$ cat config.mk
export PLATFORM = sky130hd
export DESIGN_NAME = ring_decoder
export DESIGN_NICKNAME = d
export VERILOG_FILES = /design/src/rtl/ring_decoder.sv
export SDC_FILE = /design/constraint.sdc
export NUM_CORES = 1
export LEC_CHECK = 0
export ABC_AREA = 1
export CELL_PAD_IN_SITES_DETAIL_PLACEMENT = 2
export CELL_PAD_IN_SITES_GLOBAL_PLACEMENT = 2
export CORE_ASPECT_RATIO = 1.75
export CORE_MARGIN = 1
export CORE_UTILIZATION = 30
export CTS_BUF_LIST = sky130_fd_sc_hd__clkbuf_2
export DETAILED_ROUTE_END_ITERATION = 12
export GPL_TIMING_DRIVEN = 0
export PLACE_DENSITY = 0.77
export SLEW_MARGIN = 20
export SYNTH_ARGS = -nofsm -noshare
export SYNTH_HDL_FRONTEND = slang
export SYNTH_SLANG_ARGS = --single-unit
$ cat constraint.sdc
create_clock -name clk -period 2 [get_ports clk]
set_input_delay 0.4 -clock clk [delete_from_list [all_inputs] [get_ports clk]]
set_output_delay 0.4 -clock clk [all_outputs]
set_load 0.02 [all_outputs]
$ cat src/rtl/ring_decoder.sv
// Monitors a one-hot ring counter: decodes position, tracks rotation lock, counts laps and lock losses.
// All outputs registered, one cycle after the enabled sample; no backpressure (en is a plain sample strobe).
module ring_decoder #(
  parameter int WIDTH    = 4,
  parameter int IDXW     = 2,
  parameter int LOCK_CNT = 2,
  parameter int LAP_W    = 8
) (
  input  logic             clk,
  input  logic             reset,
  input  logic             en,
  input  logic [WIDTH-1:0] ring_in,
  input  logic             dir,
  input  logic             lap_clr,
  output logic [IDXW-1:0]  idx,
  output logic             idx_valid,
  output logic             locked,
  output logic             err,
  output logic [LAP_W-1:0] lap_cnt,
  output logic [7:0]       err_cnt
);

  typedef enum logic [1:0] {HUNT, TRACK, LOCKED} state_t;

  localparam logic [WIDTH-1:0] ONE = WIDTH'(1);

  state_t           state_q;
  logic [WIDTH-1:0] prev_q;
  logic [3:0]       good_q;
  logic [IDXW-1:0]  idx_q;
  logic             idx_valid_q;
  logic             locked_q;
  logic             err_q;
  logic [LAP_W-1:0] lap_q;
  logic [7:0]       err_cnt_q;

  logic             onehot;
  logic [IDXW-1:0]  oh_idx;
  logic [WIDTH-1:0] exp_pat;
  logic [WIDTH-1:0] start_pat;
  logic             match;
  logic             lap_hit;
  logic [3:0]       good_inc;

  always_comb begin
    onehot = (ring_in != '0) && ((ring_in & (ring_in - ONE)) == '0);
    oh_idx = '0;
    for (int i = 0; i < WIDTH; i++) begin
      if (ring_in[i]) oh_idx = IDXW'(i);
    end
    // dir=0 moves the set bit towards the LSB, dir=1 towards the MSB
    exp_pat   = dir ? {prev_q[WIDTH-2:0], prev_q[WIDTH-1]}
                    : {prev_q[0], prev_q[WIDTH-1:1]};
    start_pat = dir ? ONE : (ONE << (WIDTH-1));
    match     = onehot && (ring_in == exp_pat);
    lap_hit   = (state_q == LOCKED) && match && (ring_in == start_pat);
    good_inc  = good_q + 4'd1;
  end

  always_ff @(posedge clk or negedge reset) begin
    if (!reset) begin
      state_q     <= HUNT;
      prev_q      <= '0;
      good_q      <= '0;
      idx_q       <= '0;
      idx_valid_q <= 1'b0;
      locked_q    <= 1'b0;
      err_q       <= 1'b0;
      lap_q       <= '0;
      err_cnt_q   <= '0;
    end else begin
      err_q <= 1'b0;

      if (lap_clr)            lap_q <= '0;
      else if (en && lap_hit) lap_q <= lap_q + 1'b1;

      if (en) begin
        if (onehot) begin
          idx_q       <= oh_idx;
          idx_valid_q <= 1'b1;
        end else begin
          idx_valid_q <= 1'b0;
        end

        case (state_q)
          HUNT: begin
            if (onehot) begin
              prev_q  <= ring_in;
              good_q  <= '0;
              state_q <= TRACK;
            end
          end
          TRACK: begin
            if (!onehot) begin
              state_q <= HUNT;
            end else if (match) begin
              prev_q <= ring_in;
              good_q <= good_inc;
              if (good_inc == 4'(LOCK_CNT)) begin
                state_q  <= LOCKED;
                locked_q <= 1'b1;
              end
            end else begin
              prev_q <= ring_in;
              good_q <= '0;
            end
          end
          LOCKED: begin
            if (match) begin
              prev_q <= ring_in;
            end else begin
              err_q    <= 1'b1;
              locked_q <= 1'b0;
              if (err_cnt_q != 8'hFF) err_cnt_q <= err_cnt_q + 8'd1;
              if (onehot) begin
                state_q <= TRACK;
                prev_q  <= ring_in;
                good_q  <= '0;
              end else begin
                state_q <= HUNT;
              end
            end
          end
          default: state_q <= HUNT;
        endcase
      end
    end
  end

  assign idx       = idx_q;
  assign idx_valid = idx_valid_q;
  assign locked    = locked_q;
  assign err       = err_q;
  assign lap_cnt   = lap_q;
  assign err_cnt   = err_cnt_q;

endmodule

==> out/results.txt, run 1 <==
In this run the critical register-to-register path is launched from err_cnt[0]. The most frequent cell after synthesis is nand2_1. The run gives 0 as the count of endpoints failing hold in the final timing report. The timing startpoint of the critical path was err_cnt[0]. The flow ran to the end, and the final reports show no timing, DRC or antenna violations. Power spread over the standard cell area amounts to 769 mW/mm². The multiplexer share of the synthesized area came out at 0. Along the worst path, the maximum fanout reaches 5. The detail route stage leaves a number of antenna-violating nets equal to 0. The H-tree was split into 2 levels. Entering global routing, the biggest net connects 17 pins. After layout, the minimum clock period comes to 1920 ps.

The tools report the final weighted congestion in routability-driven placement as 0.720. The post-CTS repair timing setup buffer count was 0; the smallest setup slack after layout was 83.0 ps. The average instance in the mapped netlist occupies 8.07 µm². For the number of global-route vias before repair, the log shows 2047. Placed instance count: 352. The run gives 0.625 as the worst slew margin relative to its limit. After floorplanning, the core was sized to cover 0.00628 mm². For this run, design rule violations remaining after detail routing come to 0. For this design the static power due to leakage is 1.17 nW.

The root buffer cell is clkbuf_2. The routed via count is 1775, and the CTS clock-pin slew for the worst setup and hold paths is 190 ps. The element type at the critical path end was a primary output. The worst path buffer plus inverter count came out at 1.

In this run the count of I/O pins placed on the die edge is 30. For the post-route total power, the log shows 0.00188 W. The startpoint type of the worst setup path was a flip-flop. The largest single stage delay on the critical path is 640 ps. The chip width was 63.1 µm. TritonCTS built the clock tree. The path class of the tightest hold or removal check is input port to flip-flop. Setup total negative slack on the finished layout was measured at 0 ps. The logs give 0.323 for the relative contribution of combinational cells to total power and 0 for the final setup violation count. The analysis attributes to net switching a power of 0.000718 W. Across all hold checks on the routed design, the worst slack comes to 414 ps. Port buffering added 28 buffers. Worst reg-to-reg path cell count: 8. Timing would allow up to 0.522 GHz.

The number of instances in the synthesized netlist was 243. Following the worst setup path forward leads to its endpoint at err_cnt[0]. At the later pin of the worst-skew pair, clock insertion delay measures 400 ps.

The net count of the finished layout is 293. Across the routed clock network, the largest skew measured is 23.8 ps. For this run, the number of standard cells in the final layout without fillers is 361.

The number of iterations in the first detailed-routing pass was 4. After floorplanning, the core was divided into 38 placement rows. The number of nets in the synthesized netlist was 256; the sequential area share after synthesis was 0.396. The setup slack of the worst register-to-register path is 220 ps. Setup repair after global routing left no endpoint under its margin. The logic depth of the worst setup path including buffers came out at 1.

Share of final-layout standard cells stronger than drive strength 1: 0.185. The kind of critical path is flip-flop to primary output. The DRC marker count from the first detailed-route iteration is 18, and the adder-cell area share of the yosys netlist is 0.0255.

The final cycle utilization of the critical path was 0.958; the fraction of power spent switching nets was 0.381. The run gives 0.180 as the total track usage. Total detailed-routing wirelength: 5.37 mm. The run gives 0.000462 V as the highest ir drop seen on vdd. In this run the vertical extent of the chip is 109 µm. The Yosys step of the flow raised 0 warnings.

The kind of cell adding the most delay to the critical path is buffers and inverters. The area fraction in compound gates after synthesis was 0.0772; the internal cell power was 0.00117 W. The overall overflow remaining after global route was 0.

The area share of and/or/nand/nor cells after synthesis is 0.357. At the placement stage, the worst setup path has a slack of -365 ps. The layout-stage area growth over the synthesis result came out at 25.0%. The slowest library cell on the worst path was clkdlybuf4s50_1. The routed wirelength normalized by instance count came out at 14.9 µm. By area, the combinational part of the netlist is dominated by simple AND/OR/NAND/NOR gates.

The effective utilization at floorplan was 0.312; the fraction of synthesized cell area in xor and xnor cells was 0.0581. Using the TritonRoute via totals, the vias-per-cell ratio works out to 4.92. The predominant post-synthesis flop cell was dfrtp_1. The run gives 0 as the total count of max-transition violations in the final report.

The initial antenna violation count is 0, and the area share of the largest cell type after synthesis is 0.396. In the synthesized netlist, the cells that appear most often are nand2_1 (59), dfrtp_1 (31), nand3_1 (31). In this run the deepest clock path goes through 2 buffers. The endpoint arrival time on the critical path is 1520 ps. Walking the worst path, the cells encountered are clkdlybuf4s50_1. The cell type contributing the most total cell area after synthesis is dfrtp_1.

The tools report the endpoint of the worst-slack reg-to-reg timing path as err_cnt[5]. Area of the mapped netlist: 0.00196 mm². The clock power share is 0.241. The total clock buffers created by CTS is 5. The share of async-settable or async-resettable flops after synthesis is 1.00.

After synthesis the netlist holds a flip-flop and latch count of 31. The floorplan step defined a die boundary enclosing 0.00688 mm². Yosys mapped the design onto 31 distinct sky130hd cell types. Yosys mapped a number of flops with a built-in enable equal to 0.

The clock net in this run drives a total of 31 sinks. The run gives 0 as the max-cap check violation count. The run gives 0.435 as the share of power burned in registers. The first-pass GRT wire length was 9.43 mm; the transition time at the pin with the least slew margin was 558 ps.

The number of antenna diodes in the final layout is 0. By area the synthesized netlist is led by dfrtp_1 (40%), nand2_1 (11%), nand3_1 (7.9%). Data on the critical path is required at its endpoint by 1600 ps. Detailed placement finished with a half-perimeter wire length of 4.18 mm.
[stage by stage]
stage               utilization  cell area [µm²]
floorplan                     -             1960
global placement          0.373             2340
detailed placement        0.377             2360
CTS                       0.388             2440
global route              0.390             2450
finish                    0.390             2450
[cell families (layout without fill, tap and decap cells)]
group / after synthesis / in the layout
XOR/XNOR: 13 / 13
flip-flops: 31 / 31
buffers and inverters: 36 / 74
AO/OA/AOI/OAI: 25 / 25
AND/OR/NAND/NOR: 134 / 134
adder cells (fa/ha/maj): 4 / 4
[cells in the final DEF, fill, tap and decap left out, types with 2 or more instances in the layout]
cell             netlist  final
inv_1                 26     26
ha_1                   4      4
clkbuf_2               0      5
a21oi_1                4      3
nor2_1                10     10
nand3b_1               2      2
dfrtp_1               31     26
inv_2                  3      3
dfrtp_2                0      5
nor2_2                 5      5
nand4_1                7      7
nand3_4                2      2
o21ai_2                4      4
nand2_1               59     59
xnor2_1                9      9
nand3_1               31     31
clkdlybuf4s50_1        0     26
xor2_1                 4      4
nor2_4                 2      2
clkinv_1               1      2
nand2_4                2      2
o21ai_1               10     10
o21ai_0                6      6
nand2_2               11     11
[layer usage]
metal | vias to the layer above | wire [µm] | GRT usage
met5 | - | 0 | 0
met4 | 0 | 95 | 0.0797
met3 | 7 | 114 | 0.0345
met2 | 19 | 3190 | 0.360
met1 | 898 | 1970 | 0.172
li1 | 851 | - | -
[timing repair]
action	4_1_cts	5_1_grt
hold buffers	1	0
setup endpoints to repair	0	11
hold endpoints to repair	15	0
gates resized for setup	0	7
[tightest hold or removal path, delay by kind of cell]
kind	cells	cell delay (ps)
buf+inv	2	310
compound gates	1	80
[power groups by stage]
stage	Combinational (W)	Clock [W]	Sequential [W]
after global placement	0.000583	0	0.000830
after global routing	0.000679	0.000498	0.000834
after CTS	0.000619	0.000479	0.000823
after detailed placement	0.000610	0	0.000832
after floorplan	0.000345	0	0.000858
final	0.000610	0.000455	0.000820
[layout make-up]
type                    instances  area, µm²
flip-flops and latches         31        782
plain buffers                   4       42.5
clock buffers                   5       25.0
multi-input cells             176       1020
inverters                      32        128
fillers                       734       3830
clock inverters                 3       38.8
repair buffers                 30        315
well taps                      80        100
[how the worst min path moves through the flow]
stage / from / end / cells past startpoint
3_3_place_gp: idx[1] / idx[1] / 2
2_1_floorplan: reset / asynchronous set/reset pin / 0
6_report: ring_in[3] / flip-flop / 3
5_1_grt: reset / good_q[0] / 2
4_1_cts: reset / good_q[0] / 2
3_5_place_dp: reset / lap_cnt[6] / 1
Power figures use the tool's default switching activity.
==> run 2: changes to the inputs <==
--- a/config.mk
+++ b/config.mk
@@ -9,12 +9,11 @@
 export CELL_PAD_IN_SITES_DETAIL_PLACEMENT = 2
 export CELL_PAD_IN_SITES_GLOBAL_PLACEMENT = 2
 export CORE_ASPECT_RATIO = 1.75
-export CORE_MARGIN = 1
 export CORE_UTILIZATION = 30
 export CTS_BUF_LIST = sky130_fd_sc_hd__clkbuf_2
 export DETAILED_ROUTE_END_ITERATION = 12
 export GPL_TIMING_DRIVEN = 0
-export PLACE_DENSITY = 0.77
+export PLACE_DENSITY = 0.82
 export SLEW_MARGIN = 20
 export SYNTH_ARGS = -nofsm -noshare
 export SYNTH_HDL_FRONTEND = slang
==> run 2 against run 1 <==
  * Count of clock-buffer cells in the layout is the same
  * Clock skew is essentially flat
  * Sequential power is essentially flat
  * Cell count shrank 0.28%
  * Clock power shrank 30%
  * Sequential cell count is the same
  * Critical path depth is the same
  * Critical path type unchanged
  * Critical endpoint is now lap_cnt[5]
==> out/results.txt, run 2 (synthesized netlist as in run 1, its figures left out) <==
The chip width was 63.1 µm (unchanged). The logs give 23.8 ps (about the same) for the largest clock skew in the final design and 9.52 mm (was 9.43 mm) for the first-pass GRT wire length. The logic depth of the worst setup path including buffers was 1 (unchanged). The die footprint was 0.00688 mm² (unchanged). The tools report the required time of the worst setup path as 1600 ps (about the same). The leakage dissipation is 1.15 nW (was 1.17 nW). The placeable core region is 0.00628 mm² (unchanged).

The final setup violation count was 0 (unchanged); the number of antenna diodes was 0 (unchanged). Most common cell after layout, fill and taps aside: nand2_1 (unchanged). Setup repair after global routing could not meet its margin everywhere. The count of endpoints failing hold in the final timing report was 0 (unchanged); the final weighted congestion in routability-driven placement was 0.745 (was 0.720). The total power divided by cell area is 722 mW/mm² (was 769 mW/mm²). The tools report the timing startpoint of the critical path as lap_cnt[5] (was err_cnt[0]). For the effective utilization at floorplan, the log shows 0.312 (unchanged). The tools report the root buffer cell as clkbuf_2 (unchanged). The share of final-layout standard cells stronger than drive strength 1 was 0.164 (was 0.185); the number of buffer cells added on primary ports was 28 (unchanged). The number of iterations in the first detailed-routing pass came out at 4 (unchanged). The logs give 4.39 mm (was 4.18 mm) for the half-perimeter wire length after placement and 2 (unchanged) for the number of H-tree levels.

Clock period minus worst slack: 1940 ps (was 1920 ps). TritonCTS built the clock tree. The tools report the final net count as 293 (unchanged). Total I/O pin count: 30 (unchanged).

For the initial antenna violation count, the log shows 0 (unchanged). The worst slew margin relative to its limit was 0.620 (was 0.625). The run gives 400 ps (about the same) as the insertion delay of the later-clocked pin in the worst-skew pair. The total count of max-transition violations in the final report was 0 (unchanged); the max-cap check violation count was 0 (unchanged). The launch instance of the worst register-to-register path is good_q[0] (was err_cnt[0]).

The largest stage delay on the critical path works out to 650 ps (was 640 ps). The largest net degree at the start of global routing is 23 (was 17), and the clock sink total is 31 (unchanged). The floorplan row count was 38 (unchanged); the routed via count was 1795 (was 1775). Number of filler cells placed in the layout: 772 (was 734). The via density per instance was 4.99 (was 4.92); the CTS clock-pin slew for the worst setup and hold paths was 200 ps (was 190 ps). The worst reg-to-reg path cell count works out to 9 (was 8). The run finished with clean final reports. Cell chain of the critical path: clkdlybuf4s50_1 (unchanged). The residual antenna-violating net count after detailed routing was 0 (unchanged); the total clock buffers created by CTS was 5 (unchanged).

The kind of critical path is flip-flop to primary output (unchanged). The logs give 0 (unchanged) for the overall overflow remaining after global route and 5.47 mm (was 5.37 mm) for the total detailed-routing wirelength. The setup slack of the worst register-to-register path is 190 ps (was 220 ps), and the layout-stage area growth over the synthesis result is 22.5% (was 25.0%). Slowest library cell on the worst path: clkdlybuf4s50_1 (unchanged). Path type of the worst min-delay path: input port to asynchronous set/reset pin (was input port to flip-flop). The largest driver fanout on the critical path is 5 (unchanged), and the total track usage is 0.180 (about the same).

The maximum operating frequency was 0.515 GHz (was 0.522 GHz). The tools report the startpoint type of the worst setup path as a flip-flop (unchanged). The post-route total power is 0.00173 W (was 0.00188 W), and the transition time at the pin with the least slew margin is 565 ps (was 558 ps).

The highest ir drop seen on vdd came out at 0.000259 V (was 0.000462 V). The capture point of the critical path was lap_cnt[5] (was err_cnt[0]). The tools report the element type at the critical path end as a primary output (unchanged). The logs give 2030 (was 2047) for the number of global-route vias before repair and 1540 ps (was 1520 ps) for the endpoint arrival time on the critical path. Commonest cells after routing, fill and taps aside: nand2_1 (59), nand3_1 (31), dfrtp_1 (30), clkdlybuf4s50_1 (27), inv_1 (26) (was nand2_1 (59), nand3_1 (31), inv_1 (26), dfrtp_1 (26), clkdlybuf4s50_1 (26)). The endpoint of the worst-slack reg-to-reg timing path is state_q[1] (was err_cnt[5]). The DRC marker count from the first detailed-route iteration is 29 (was 18).

The total DRC errors in the routed layout is 0 (unchanged), and the die extent in y is 109 µm (unchanged). The final cycle utilization of the critical path is 0.971 (was 0.958), and the worst hold slack across all endpoints is 373 ps (was 414 ps). Worst path buffer plus inverter count: 1 (unchanged). The routed wirelength normalized by instance count is 15.2 µm (was 14.9 µm). The kind of cell adding the most delay to the critical path is buffers and inverters (unchanged).

The run gives 2 (unchanged) as the maximum buffer depth of the clock tree.
## run 2: cell types whose count changed in the layout (fill, tap and decap cells not counted), sizes merged
cell / previous run / this run
bufinv: 1 / 0
dlymetal6s2s: 1 / 0
clkdlybuf4s50: 26 / 27
## run 2: worst register-to-register path: stages (launching register included)
cell     delay (ps)
dfrtp_1         470
ha_1            240
xnor2_1         220
nand2_1          90
nor2_1           90
nand3_1         130
a21oi_1         260
nand2_1         120
nand2_1          70
nand2_1          50
## run 2: final cells by class
type                       instances  area (µm²)  share of cell area
buffer                             4        42.5              0.0177
clock inverter                     2        8.76             0.00365
inverter                          32         128              0.0532
tap                               80         100              0.0417
multi-input combinational        176        1010               0.423
sequential                        31         777               0.324
timing repair buffer              30         305               0.127
clock buffer                       5        25.0              0.0104
## run 2: repair_timing
action	in CTS	in global routing
resized for setup	0	1
endpoints found under the hold margin	9	0
setup endpoints to repair	0	4
hold buffers	1	0
buffers inserted	0	0
## run 2: metal layers
metal | wire length (µm) | part of all wire | GRT usage
met5 | 0 | 0 | 0
met4 | 68 | 0.012 | 0.0648
met1 | 1980 | 0.36 | 0.172
met2 | 3320 | 0.61 | 0.373
met3 | 99 | 0.018 | 0.0272
## run 2: report_power, final
part           internal [W]  leakage (nW)  switching [W]
sequential         0.000714         0.414       0.000103
combinational      0.000243         0.705       0.000355
clock             0.0000738        0.0262       0.000245
## run 2: through the flow
stage | worst slack, ps | std cells | cell area (µm²) | TNS [ps] | util
floorplan | 384 | 243 | 1960 | 0 | -
global placement | -276 | 351 | 2340 | -10770 | 0.373
detailed placement | -375 | 352 | 2360 | -7320 | 0.375
CTS | 36.0 | 360 | 2400 | 0 | 0.382
global route | -24.4 | 360 | 2400 | -59.1 | 0.383
finish | 57.6 | 360 | 2400 | 0 | 0.383
## run 2: worst min path at each step
stage            from  cells after the start                    endpoint  slack [ps]
6_report        reset                      2                  lap_cnt[6]         370
5_1_grt         reset                      2                   idx_valid         400
4_1_cts         reset                      2                  lap_cnt[6]         350
3_5_place_dp    reset                      1                  lap_cnt[6]         290
3_3_place_gp   idx[1]                      2                      idx[1]         470
2_1_floorplan   reset                      0  asynchronous set/reset pin         100
==> run 3: changes to the inputs <==
--- a/config.mk
+++ b/config.mk
@@ -6,6 +6,7 @@
 export NUM_CORES = 1
 export LEC_CHECK = 0
 export ABC_AREA = 1
+export CAP_MARGIN = 0
 export CELL_PAD_IN_SITES_DETAIL_PLACEMENT = 2
 export CELL_PAD_IN_SITES_GLOBAL_PLACEMENT = 2
 export CORE_ASPECT_RATIO = 1.75
==> results of run 3 <==
Same layout as run 2: the final DEF is identical, and so are final timing and power.
